## config.mk

```make
export PLATFORM = sky130hd
export DESIGN_NAME = serial_tx_flat
export DESIGN_NICKNAME = d
export VERILOG_FILES = /design/src/rtl/serial_tx_if.sv /design/src/rtl/serial_tx.sv /design/src/flat_wrapper.sv
export SDC_FILE = /design/constraint.sdc
export NUM_CORES = 1
export LEC_CHECK = 0
export CAP_MARGIN = 10
export CELL_PAD_IN_SITES_DETAIL_PLACEMENT = 1
export CELL_PAD_IN_SITES_GLOBAL_PLACEMENT = 1
export CORE_MARGIN = 4
export CORE_UTILIZATION = 35
export DETAILED_ROUTE_END_ITERATION = 16
export PLACE_DENSITY_LB_ADDON = 0.1
export SETUP_SLACK_MARGIN = 0.4
export SLEW_MARGIN = 5
export SYNTH_ARGS = -nofsm -noshare
export SYNTH_HDL_FRONTEND = slang
export SYNTH_SLANG_ARGS = --single-unit
export TNS_END_PERCENT = 20
```

## constraint.sdc

```tcl
create_clock -name clk -period 1.9 [get_ports clk]
set_input_delay 0.19 -clock clk [delete_from_list [all_inputs] [get_ports clk]]
set_output_delay 0.19 -clock clk [all_outputs]
set_load 0.01 [all_outputs]
```

## src/rtl/serial_tx_if.sv

```systemverilog
// Handshake and serial-line bundle between a word producer and serial_tx.
// master drives the word and load request; slave is the transmitter itself.
interface serial_tx_if #(
  parameter int unsigned DATA_W = 8
);
  logic [DATA_W-1:0] data_in;
  logic              load;
  logic              ready;
  logic              tx;
  logic              busy;
  logic              done;

  modport master (
    output data_in, load,
    input  ready, tx, busy, done
  );

  modport slave (
    input  data_in, load,
    output ready, tx, busy, done
  );
endinterface

```

## src/rtl/serial_tx.sv

```systemverilog
// Serialises a word as start / data LSB-first / [parity] / stop, CLKS_PER_BIT clocks per bit.
// Define SERIAL_TX_PARITY_EN to insert an even-parity bit between the data bits and the stop bit.
module serial_tx #(
  parameter int unsigned DATA_W       = 8,
  parameter int unsigned CLKS_PER_BIT = 4
) (
  input logic        clk,
  input logic        clear_n,
  serial_tx_if.slave sif_io
);

  localparam int unsigned CntW = $clog2(CLKS_PER_BIT + 1);
  localparam int unsigned IdxW = $clog2(DATA_W + 1);
  localparam logic [CntW-1:0] CntMax = CntW'(CLKS_PER_BIT - 1);
  localparam logic [IdxW-1:0] IdxMax = IdxW'(DATA_W - 1);

  localparam logic [2:0] StIdle   = 3'd0;
  localparam logic [2:0] StStart  = 3'd1;
  localparam logic [2:0] StData   = 3'd2;
  localparam logic [2:0] StStop   = 3'd4;
`ifdef SERIAL_TX_PARITY_EN
  localparam logic [2:0] StParity = 3'd3;
`endif

  logic [2:0]        state_q, state_d;
  logic [CntW-1:0]   cnt_q, cnt_d;
  logic [IdxW-1:0]   idx_q, idx_d;
  logic [DATA_W-1:0] shift_q, shift_d;
  logic              tx_q, tx_d;
  logic              done_q, done_d;
  logic              bit_end;
`ifdef SERIAL_TX_PARITY_EN
  logic              parity_q, parity_d;
`endif

  always_comb begin
    state_d = state_q;
    cnt_d   = cnt_q;
    idx_d   = idx_q;
    shift_d = shift_q;
    done_d  = 1'b0;
    bit_end = (cnt_q == CntMax);
`ifdef SERIAL_TX_PARITY_EN
    parity_d = parity_q;
`endif

    case (state_q)
      StIdle: begin
        if (sif_io.load) begin
          state_d = StStart;
          cnt_d   = '0;
          idx_d   = '0;
          shift_d = sif_io.data_in;
`ifdef SERIAL_TX_PARITY_EN
          parity_d = ^sif_io.data_in;
`endif
        end
      end
      StStart: begin
        if (bit_end) begin
          state_d = StData;
          cnt_d   = '0;
          idx_d   = '0;
        end else begin
          cnt_d = cnt_q + CntW'(1);
        end
      end
      StData: begin
        if (bit_end) begin
          cnt_d   = '0;
          shift_d = shift_q >> 1;
          if (idx_q == IdxMax) begin
            idx_d = '0;
`ifdef SERIAL_TX_PARITY_EN
            state_d = StParity;
`else
            state_d = StStop;
`endif
          end else begin
            idx_d = idx_q + IdxW'(1);
          end
        end else begin
          cnt_d = cnt_q + CntW'(1);
        end
      end
`ifdef SERIAL_TX_PARITY_EN
      StParity: begin
        if (bit_end) begin
          state_d = StStop;
          cnt_d   = '0;
        end else begin
          cnt_d = cnt_q + CntW'(1);
        end
      end
`endif
      StStop: begin
        if (bit_end) begin
          state_d = StIdle;
          cnt_d   = '0;
          done_d  = 1'b1;
        end else begin
          cnt_d = cnt_q + CntW'(1);
        end
      end
      default: begin
        state_d = StIdle;
        cnt_d   = '0;
        idx_d   = '0;
      end
    endcase

    // tx is decoded from the next state so the register output changes on the entering edge.
    case (state_d)
      StStart:  tx_d = 1'b0;
      StData:   tx_d = shift_d[0];
`ifdef SERIAL_TX_PARITY_EN
      StParity: tx_d = parity_q;
`endif
      default:  tx_d = 1'b1;
    endcase
  end

  always_ff @(posedge clk or negedge clear_n) begin
    if (!clear_n) begin
      state_q  <= StIdle;
      cnt_q    <= '0;
      idx_q    <= '0;
      shift_q  <= '0;
      tx_q     <= 1'b1;
      done_q   <= 1'b0;
`ifdef SERIAL_TX_PARITY_EN
      parity_q <= 1'b0;
`endif
    end else begin
      state_q  <= state_d;
      cnt_q    <= cnt_d;
      idx_q    <= idx_d;
      shift_q  <= shift_d;
      tx_q     <= tx_d;
      done_q   <= done_d;
`ifdef SERIAL_TX_PARITY_EN
      parity_q <= parity_d;
`endif
    end
  end

  assign sif_io.ready = (state_q == StIdle);
  assign sif_io.busy  = (state_q != StIdle);
  assign sif_io.tx    = tx_q;
  assign sif_io.done  = done_q;

endmodule
```

## src/flat_wrapper.sv

```systemverilog
// flat-port wrapper written by rule: the top's interface ports become plain ports
module serial_tx_flat 
#(
  parameter int unsigned DATA_W       = 8,
  parameter int unsigned CLKS_PER_BIT = 4
)
  (clk, clear_n, sif_io_data_in, sif_io_load, sif_io_ready, sif_io_tx, sif_io_busy, sif_io_done);
  serial_tx_if #(.DATA_W(DATA_W)) sif_io_i ();
  input logic clk;
  input logic clear_n;
  input wire logic [$bits(sif_io_i.data_in)-1:0] sif_io_data_in;
  input wire logic [$bits(sif_io_i.load)-1:0] sif_io_load;
  output wire logic [$bits(sif_io_i.ready)-1:0] sif_io_ready;
  output wire logic [$bits(sif_io_i.tx)-1:0] sif_io_tx;
  output wire logic [$bits(sif_io_i.busy)-1:0] sif_io_busy;
  output wire logic [$bits(sif_io_i.done)-1:0] sif_io_done;
  assign sif_io_i.data_in = sif_io_data_in;
  assign sif_io_i.load = sif_io_load;
  assign sif_io_ready = sif_io_i.ready;
  assign sif_io_tx = sif_io_i.tx;
  assign sif_io_busy = sif_io_i.busy;
  assign sif_io_done = sif_io_i.done;
  serial_tx #(.DATA_W(DATA_W), .CLKS_PER_BIT(CLKS_PER_BIT)) u_core (.clk(clk), .clear_n(clear_n), .sif_io(sif_io_i));
endmodule
```

==> flow_summary_export.csv, run 1 <==
group,metric,value,unit
clock_network,cts_tree,"built",
timing,worst_slew_pin_slew,0.342,ns
timing,setup_viol,0,
timing,whs,0.217,ns
pwr,vdd_drop_max,0.000452,V
pwr,share_seq_of_total_power,33.0,%
synth,yosysMostFrequentCell,"nand2_1",
layout,final_core_util,50.8,%
synth,synth_cell_type_count,36,
grt,gr-total-overflow,0,
synth,yosys_warnings,0,
setup_path,endpoint_kind,"register",
setup_path,crit_path_frequent_cell,"buf_6",
layout,diodes,0,
pwr,p_int,1.24,mW
setup_path,crit_type,"register to register",
clock_network,insertion_delay,0.31,ns
drt,vias_per_cell,5.41,
synth,synth_common_cells,"nand2_1, dfrtp_1, nor2_1, a22oi_1, o21ai_0",
clock_network,ctsHoldBuffers,0,
synth,syn_inst,107,
drt,post_drt_wl_per_cell,16.4,microns
min_path,worst_hold_path_type,"input pin to async pin",
setup_path,crit_path_top_delay_cell,"dfrtp_1",
floorplanning,die-width,62.7,microns
synth,syn_avg_cell_area,9.78,sq um
layout,final_area,1430,sq um
setup_path,r2r_end,"u_core.sif_io.tx$_DFF_PN1_",
timing,finalCriticalPeriod,1.71,ns
floorplanning,ios,15,
clock_network,clockBufferDepth,2,
setup_path,cp-start-kind,"register",
clock_network,cts-htree-levels,1,
clock_network,cts_buffers,3,
flow_run,drv_cap,0,
synth,netlist_area,1050,sq um
timing,drv_slew,0,
drt,postRouteAntennaNets,0,
synth,synth_area_leaders,"dfrtp_1, nand2_1, a22oi_1",
timing,rsz0062_at_grt,"true",
placement,routabilityCongestion,0.759,
timing,fin_crit_sh,90.0,%
synth,synth_edf_count,0,
grt,grt_usage,16.2,%
synth,syn_nets,120,
status,status,"complete, no violations",
pwr,comb_power_share,48.7,%
drt,drtIter0Drc,23,
placement,port-buffer-count,14,
timing,setup_slack,0.190,ns
placement,dpl-instance-area,1280,sq um
layout,syn_to_final_growth,36.2,%
pwr,power,1.96,mW
floorplanning,initial_utilization,37.3,%
drt,routed_wl,2800,microns
drt,vias,925,
synth,ys_ff_latch,20,
layout,num-nets-final,154,
floorplanning,die_h,62.7,microns
drt,drt_pass1_iterations,4,
setup_path,path_cells,"buf_6, buf_6, nor4b_4, a21oi_4, a221o_1, a32o_1",
synth,async_flop_share,100,%
setup_path,cp.arrival,1.96,ns
clock_network,root_buffer,"clkbuf_4",
pwr,leakage,0.649,nW
grt,antenna_found_initial,0,
synth,seq_area_frac_synth,48.0,%
floorplanning,fp-row-count,19,
layout,drive_gt1_share,27.9,%
timing,finalClockSkew,0.00689,ns
synth,ys.flop_type,"dfrtp_1",
placement,place_inst,158,
floorplanning,fp.dieArea,3930,sq um
timing,slew_headroom,77.1,%
pwr,p_sw,0.722,mW
setup_path,rr_worst_depth,6,
grt,grt_pass1_vias,1020,
floorplanning,core,2810,sq um
setup_path,crit_start,"u_core.state_q[2]$_DFF_PN0_",
setup_path,cp.required,2.15,ns
pwr,p_clk_share,18.3,%
grt,grt_max_degree,21,
pwr,powerDensity,1380,nW/um^2
placement,post-place-ws,0.171,ns
pwr,power.share.switching,36.7,%
setup_path,max_stage_delay,0.42,ns
setup_path,r2r_start,"u_core.state_q[2]$_DFF_PN0_",
drt,drcViolationCount,0,
clock_network,clock-sinks,20,
timing,fmaxAchievable,585,MHz
synth,synth_top_cell_by_area,"dfrtp_1",
setup_path,crit_fanout,3,
grt,grt_pass1_wl,5090,microns
clock_network,path_clk_slew,0.13,ns
placement,dp_hpwl,1940,microns
timing,tns,0,ns
setup_path,reg2reg_slack,0.19,ns
synth,synth_top_area_share,45.5,%
timing,hold_violations,0,
layout,stdcell_count,171,
layout make-up:
cell class | instances | area [sq um]
Clock buffer | 3 | 22.5
Clock inverter | 1 | 30.0
Fill cell | 328 | 1380
Inverter | 3 | 11.3
Multi-Input combinational cell | 80 | 532
Sequential cell | 20 | 504
Tap cell | 31 | 38.8
Timing Repair Buffer | 33 | 287
power groups by stage:
stage	clock, mW	sequential, mW	combinational, mW
after global placement	0	0.675	0.794
after detailed placement	0	0.681	0.825
final	0.360	0.647	0.957
after floorplan	0	0.651	0.546
after CTS	0.367	0.646	0.928
after global routing	0.396	0.670	1.08
layer usage:
layer	GRT usage (%)	vias up	part of all wire, %
li1	-	449	-
met1	21.0	459	46
met2	26.4	15	50
met3	3.24	2	2.9
met4	6.34	0	0.36
met5	0	-	0
logic make-up after synthesis:
group	count (synthesis)	synth area share, %
AND/OR/NAND/NOR	50	25.4
AO/OA/AOI/OAI	25	18.2
flip-flops	20	48.0
buffers and inverters	7	3.35
multiplexers	2	1.91
adder cells (fa/ha/maj)	2	2.39
XOR/XNOR	1	0.837
registers in the layout (all words and copies together) (netlist names):
register	count
u_core.state_q	3
u_core.sif_io.tx	1
u_core.shift_q	8
u_core.idx_q	4
u_core.cnt_q	3
u_core.sif_io.done	1
what timing repair did:
| action | 4_1_cts | 5_1_grt |
|---|---|---|
| resized for setup | 18 | 3 |
| setup buffers | 8 | 1 |
| setup endpoints to repair | 19 | 19 |
| pin swaps | 4 | 0 |
| gates cloned | 0 | 0 |
critical path, delay by kind of cell (launching register included):
| kind | cells | cell delay (ns) |
|---|---|---|
| DFF | 1 | 0.42 |
| and+or+nand+nor | 1 | 0.33 |
| AOI/OAI and AO/OA | 3 | 0.67 |
| buffers and inverters | 2 | 0.24 |
worst max-delay path by stage:
stage,to,slack [ns],cells past startpoint
2_1_floorplan,u_core.sif_io.tx$_DFF_PN1_,0.26,5
3_3_place_gp,u_core.sif_io.tx$_DFF_PN1_,0.24,5
3_5_place_dp,u_core.sif_io.tx$_DFF_PN1_,0.17,5
4_1_cts,u_core.sif_io.tx$_DFF_PN1_,0.29,6
5_1_grt,u_core.sif_io.tx$_DFF_PN1_,0.17,6
6_report,u_core.sif_io.tx$_DFF_PN1_,0.19,6
placed cells by master (no fill, tap or decap), types with 2 or more instances in the layout:
| cell type | n |
|---|---|
| a22oi_1 | 7 |
| a32o_1 | 2 |
| and2_1 | 2 |
| buf_4 | 17 |
| buf_6 | 3 |
| clkbuf_4 | 3 |
| clkdlybuf4s50_1 | 12 |
| dfrtp_1 | 17 |
| dfrtp_2 | 2 |
| inv_1 | 2 |
| mux2i_1 | 2 |
| nand2_1 | 24 |
| nand3_1 | 2 |
| nor2_1 | 8 |
| o21ai_0 | 6 |
| o31ai_1 | 2 |
| or3_1 | 2 |
| or3b_4 | 2 |
Note: power is estimated with default switching activity, not from simulation.
==> inputs of run 2 (changes only) <==
==> constraint.sdc (replaced) <==
create_clock -name clk -period 1.5 [get_ports clk]
set_input_delay 0.15 -clock clk [delete_from_list [all_inputs] [get_ports clk]]
set_output_delay 0.15 -clock clk [all_outputs]
set_load 0.01 [all_outputs]
==> run 2 against run 1 <==
The flow now finishes with violations (negative setup slack). Wire length is 6.8% higher. Sequential share of layout area is 2.6 points lower. Global-route usage is 0.082 points higher. Count of clock-buffer cells in the layout stayed put. Via count is 8.5% higher. Non-clock buffer count is 10 higher. Worst hold slack worse by 0.054 ns. Total power is 40% higher. Final cell count is 5.8% higher. Register-to-register slack worse by 0.40 ns. Die area stayed put. Critical endpoint unchanged. Largest cell class unchanged. Largest power group unchanged. Highest routed layer unchanged.
==> flow_summary_export.csv, run 2 (synthesis results as in run 1) <==
group,metric,value,unit
grt,grt_pass1_wl,5060,microns
layout,final_core_util,54.9,%
layout,multi_input_area,566,sq um
layout,largest_reg_flops,8,
placement,post-place-ws,-0.121,ns
timing,slew_headroom,79.2,%
drt,routed_wl,2990,microns
clock_network,cts_tree,"built",
timing,fmaxAchievable,584,MHz
layout,drive_gt1_share,37.3,%
grt,grt_usage,16.3,%
setup_path,cp-start-kind,"register",
floorplanning,ios,15,
setup_path,cp.required,1.75,ns
floorplanning,initial_utilization,37.3,%
timing,fin_crit_sh,114,%
pwr,vdd_drop_max,0.000578,V
setup_path,max_stage_delay,0.42,ns
placement,dpl-instance-area,1360,sq um
clock_network,cts_buffers,3,
layout,layout_common_cells,"nand2_1, buf_4, dfrtp_1, clkdlybuf4s50_1",
timing,finalCriticalPeriod,1.71,ns
drt,vias_per_cell,5.55,
timing,setup_slack,-0.213,ns
drt,drtIter0Drc,49,
drt,post_drt_wl_per_cell,16.5,microns
timing,hold_violations,0,
grt,antenna_found_initial,0,
pwr,leakage,0.713,nW
clock_network,cts-htree-levels,1,
setup_path,crit_fanout,4,
drt,postRouteAntennaNets,0,
timing,drv_slew,0,
setup_path,endpoint_kind,"register",
layout,fill_cells,310,
timing,rsz0062_at_grt,"true",
floorplanning,fp-row-count,19,
min_path,worst_hold_path_type,"input pin to async pin",
clock_network,clockBufferDepth,2,
clock_network,root_buffer,"clkbuf_4",
setup_path,path_cells,"buf_6, buf_6, nor4b_4, buf_4, a21oi_4, a221o_1, a32o_1",
clock_network,ctsHoldBuffers,0,
timing,tns,-1.13,ns
drt,vias,1004,
setup_path,crit_path_frequent_cell,"buf_6",
layout,num-nets-final,164,
layout,ff_latch_area,504,sq um
grt,grt_max_degree,21,
flow_run,drv_cap,0,
layout,final_area,1540,sq um
timing,finalClockSkew,0.00337,ns
floorplanning,die-width,62.7,microns
pwr,powerDensity,1790,nW/um^2
placement,routabilityCongestion,0.748,
layout,syn_to_final_growth,47.1,%
drt,drcViolationCount,0,
layout,diodes,0,
placement,dp_hpwl,1980,microns
setup_path,cp.arrival,1.97,ns
setup_path,crit_type,"register to register",
floorplanning,fp.dieArea,3930,sq um
placement,port-buffer-count,14,
layout,max_flop_register,"u_core.shift_q",
clock_network,path_clk_slew,0.12,ns
floorplanning,die_h,62.7,microns
drt,drt_pass1_iterations,4,
clock_network,insertion_delay,0.31,ns
clock_network,clock-sinks,20,
grt,grt_pass1_vias,1054,
status,violations,"negative setup slack",
setup_path,crit_path_top_delay_cell,"dfrtp_1",
grt,gr-total-overflow,0,
layout,top_regs,"u_core.shift_q (8), u_core.idx_q (4)",
floorplanning,core,2810,sq um
timing,setup_viol,11,
status,status,"complete, but fails checks",
timing,worst_slew_pin_slew,0.310,ns
-- run 2: cell count changes in the layout (fill, tap and decap cells not counted), sizes merged --
cell	change
buf	+11
clkdlybuf4s50	-2
clkbuf	+1
-- run 2: layout make-up --
| class | instances | share of cell area, % |
|---|---|---|
| clock buffer | 3 | 1.46 |
| clock inverter | 1 | 1.95 |
| inverter | 3 | 0.732 |
| multi-input combinational | 80 | 36.7 |
| sequential | 20 | 32.8 |
| tap | 31 | 2.52 |
| timing repair buffer | 43 | 23.8 |
-- run 2: worst max-delay path, delay by kind of cell (launching register included) --
kind                   cells  cell delay [ns]
buffers and inverters      3             0.42
AO/OA/AOI/OAI              3             0.58
flip-flops                 1             0.42
AND/OR/NAND/NOR            1             0.24
-- run 2: stage by stage --
stage,cells,power (mW),hold WS (ns)
3_5_place_dp,169,2.01,0.468
4_1_cts,178,2.63,0.156
2_1_floorplan,107,1.54,-0.146
3_3_place_gp,169,1.96,0.455
5_1_grt,181,2.99,0.151
6_report,181,2.76,0.163
-- run 2: metal layers --
layer  GRT usage, %  vias up  wire, microns
li1               -      472              -
met4           8.26        0             37
met3           4.68        4            123
met1           20.9      508           1430
met5              0        -              0
met2           24.8       20           1400
-- run 2: path summary, 6_finish.rpt --
path | from | endpoint | slack, ns | cells past startpoint
setup reg to reg | u_core.state_q[2]$_DFF_PN0_ | u_core.sif_io.tx$_DFF_PN1_ | -0.21 | 7
hold reg to reg | u_core.idx_q[3]$_DFFE_PN0P_ | u_core.idx_q[3]$_DFFE_PN0P_ | 0.48 | 1
max in group asynchronous | clear_n | u_core.sif_io.tx$_DFF_PN1_ | 1.06 | 2
setup / recovery | u_core.state_q[2]$_DFF_PN0_ | u_core.sif_io.tx$_DFF_PN1_ | -0.21 | 7
hold / removal | clear_n | u_core.cnt_q[0]$_DFFE_PN0P_ | 0.16 | 2
min in group clk | sif_io_data_in[7] | u_core.shift_q[7]$_DFFE_PN0P_ | 0.36 | 3
-- run 2: timing repair --
action                                  4_1_cts  5_1_grt
endpoints found under the setup margin       24       24
pin swaps                                     9        4
gates resized for setup                      31       12
cloned                                        0        0
buffers inserted                              5        3
-- run 2: report_power, final --
| group | switching, mW | internal, mW |
|---|---|---|
| Sequential | 0.112 | 0.725 |
| Clock | 0.182 | 0.270 |
| Combinational | 0.700 | 0.767 |
| Total | 0.994 | 1.76 |
==> inputs of run 3 (changes only) <==
--- a/config.mk
+++ b/config.mk
@@ -5,11 +5,12 @@
 export SDC_FILE = /design/constraint.sdc
 export NUM_CORES = 1
 export LEC_CHECK = 0
+export ABC_CLOCK_PERIOD_IN_PS = 1500
 export CAP_MARGIN = 10
 export CELL_PAD_IN_SITES_DETAIL_PLACEMENT = 1
 export CELL_PAD_IN_SITES_GLOBAL_PLACEMENT = 1
 export CORE_MARGIN = 4
-export CORE_UTILIZATION = 35
+export CORE_UTILIZATION = 36
 export DETAILED_ROUTE_END_ITERATION = 16
 export PLACE_DENSITY_LB_ADDON = 0.1
 export SETUP_SLACK_MARGIN = 0.4
==> run 3 against run 2 <==
The run still ends with negative setup slack left. Via count down 2.3%. Final cell count up 0.55%. Sequential power up 1%. Register-to-register slack better by 0.10 ns. Utilization up 3.0 points. Non-clock buffer count up 1. Count of clock-buffer cells in the layout unchanged. Setup slack better by 0.10 ns. Critical path depth down 2. Die area down 2.4%.
==> flow_summary_export.csv, run 3 (synthesis results as in run 1) <==
group,metric,value,unit
drt,vias_per_cell,5.39,
floorplanning,ios,15,
timing,fin_crit_sh,107,%
placement,dp_hpwl,2100,microns
layout,final_common_cell,"buf_4",
status,status,"complete, but fails checks",
timing,drv_slew,0,
clock_network,cts_buffers,3,
floorplanning,initial_utilization,37.9,%
timing,finalClockSkew,0.00249,ns
timing,slew_headroom,77.4,%
placement,post-place-ws,-0.177,ns
setup_path,r2r_end,"u_core.sif_io.tx$_DFF_PN1_",
floorplanning,core,2760,sq um
setup_path,crit_fanout,6,
layout,largest_reg_flops,8,
floorplanning,fp-row-count,19,
grt,grt_pass1_wl,5160,microns
pwr,p_int,1.80,mW
clock_network,cts-htree-levels,1,
floorplanning,fp.dieArea,3830,sq um
timing,fmaxAchievable,621,MHz
layout,stdcell_count,182,
clock_network,ctsHoldBuffers,0,
pwr,share_seq_of_total_power,29.5,%
layout,syn_to_final_growth,52.6,%
setup_path,cp-start-kind,"register",
timing,worst_slew_pin_slew,0.337,ns
status,violations,"negative setup slack",
layout,top_regs,"u_core.shift_q (8), u_core.idx_q (4)",
placement,port-buffer-count,14,
clock_network,cts_tree,"built",
grt,antenna_found_initial,0,
grt,grt_pass1_vias,1009,
timing,setup_slack,-0.111,ns
timing,setup_viol,12,
min_path,worst_hold_path_type,"input pin to async pin",
grt,gr-total-overflow,0,
drt,routed_wl,3270,microns
drt,drt_pass1_iterations,4,
pwr,p_clk_share,16.0,%
setup_path,crit_type,"register to register",
pwr,p_sw,1.06,mW
setup_path,max_stage_delay,0.43,ns
layout,final_area,1600,sq um
drt,vias,981,
pwr,leakage,0.745,nW
clock_network,path_clk_slew,0.12,ns
timing,finalCriticalPeriod,1.61,ns
setup_path,crit_path_top_delay_cell,"dfrtp_2",
floorplanning,die_h,61.9,microns
drt,postRouteAntennaNets,0,
timing,hold_violations,0,
layout,num-nets-final,165,
timing,tns,-0.588,ns
setup_path,reg2reg_slack,-0.11,ns
placement,dpl-instance-area,1340,sq um
layout,layout_common_cells,"buf_4, nand2_1, dfrtp_1, clkdlybuf4s50_1, buf_6",
setup_path,rr_worst_depth,5,
clock_network,insertion_delay,0.32,ns
drt,drcViolationCount,0,
pwr,power.share.switching,37.0,%
drt,drtIter0Drc,32,
setup_path,cp_top_family,"compound AO/OA/AOI/OAI gates",
layout,drive_gt1_share,42.4,%
setup_path,r2r_start,"u_core.state_q[0]$_DFF_PN0_",
pwr,comb_power_share,54.5,%
layout,fill_cells,314,
pwr,vdd_drop_max,0.00104,V
clock_network,clock-sinks,20,
flow_run,drv_cap,0,
timing,rsz0062_at_grt,"true",
placement,routabilityCongestion,0.775,
setup_path,timing.critical_path.buf_inv,1,
drt,post_drt_wl_per_cell,17.9,microns
floorplanning,die-width,61.9,microns
grt,grt_max_degree,21,
grt,grt_usage,19.0,%
placement,place_inst,166,
layout,max_flop_register,"u_core.shift_q",
setup_path,path_cells,"buf_6, nor4b_4, a21oi_4, a221o_1, a32o_1",
pwr,powerDensity,1790,nW/um^2
setup_path,cp.required,1.76,ns
setup_path,endpoint_kind,"register",
layout,diodes,0,
setup_path,cp.arrival,1.87,ns
clock_network,root_buffer,"clkbuf_4",
clock_network,clockBufferDepth,2,
run 3: power groups by stage:
stage / clock network [mW] / logic (mW) / registers, mW
5_1_grt: 0.492 / 1.71 / 0.870
6_report: 0.459 / 1.56 / 0.845
3_5_place_dp: 0 / 1.19 / 0.860
4_1_cts: 0.478 / 1.42 / 0.837
2_1_floorplan: 0 / 0.710 / 0.828
3_3_place_gp: 0 / 1.13 / 0.845
run 3: through the flow:
stage / hold slack (ns) / power [mW] / util (%)
final: 0.167 / 2.86 / 57.9
after global routing: 0.158 / 3.07 / 57.9
after CTS: 0.160 / 2.74 / 56.0
after detailed placement: 0.463 / 2.05 / 48.5
after global placement: 0.456 / 1.98 / 48.5
after floorplan: -0.146 / 1.54 / -
run 3: what timing repair did:
action                                 4_1_cts  5_1_grt
resized for setup                           37       18
setup buffers                               11        1
endpoints found under the hold margin        0        0
pin swaps                                   13       11
setup endpoints to repair                   24       24
run 3: worst max-delay path by stage:
stage / cells past startpoint / slack, ns / startpoint / end
finish: 5 / -0.11 / u_core.state_q[0]$_DFF_PN0_ / u_core.sif_io.tx$_DFF_PN1_
detailed placement: 5 / -0.18 / sif_io_load / u_core.sif_io.tx$_DFF_PN1_
global placement: 5 / -0.10 / sif_io_load / u_core.sif_io.tx$_DFF_PN1_
global route: 5 / -0.15 / u_core.state_q[0]$_DFF_PN0_ / u_core.sif_io.tx$_DFF_PN1_
floorplan: 5 / -0.14 / u_core.state_q[2]$_DFF_PN0_ / u_core.sif_io.tx$_DFF_PN1_
CTS: 6 / -0.07 / u_core.state_q[2]$_DFF_PN0_ / u_core.sif_io.tx$_DFF_PN1_
run 3: worst reg2reg max path: cells and delay by family, from the launching register on:
kind / cells / cell delay, ns
compound gates: 3 / 0.60
flops: 1 / 0.43
buf+inv: 1 / 0.14
simple gates: 1 / 0.38
run 3: layout make-up:
| cell class | count | area (sq um) | area share, % |
|---|---|---|---|
| clock buffer | 3 | 22.5 | 1.41 |
| clock inverter | 1 | 30.0 | 1.88 |
| inverter | 3 | 11.3 | 0.705 |
| multi-input combinational | 80 | 607 | 38.0 |
| sequential | 20 | 505 | 31.7 |
| tap | 31 | 38.8 | 2.43 |
| timing repair buffer | 44 | 382 | 23.9 |
run 3: metal layers:
| layer | share of wire [%] | GRT usage (%) | vias to the layer above |
|---|---|---|---|
| met1 | 45 | 25.3 | 490 |
| met3 | 3.6 | 2.69 | 4 |
| met2 | 51 | 31.2 | 18 |
| met5 | 0 | 0 | - |
| li1 | - | - | 469 |
| met4 | 0.83 | 7.27 | 0 |
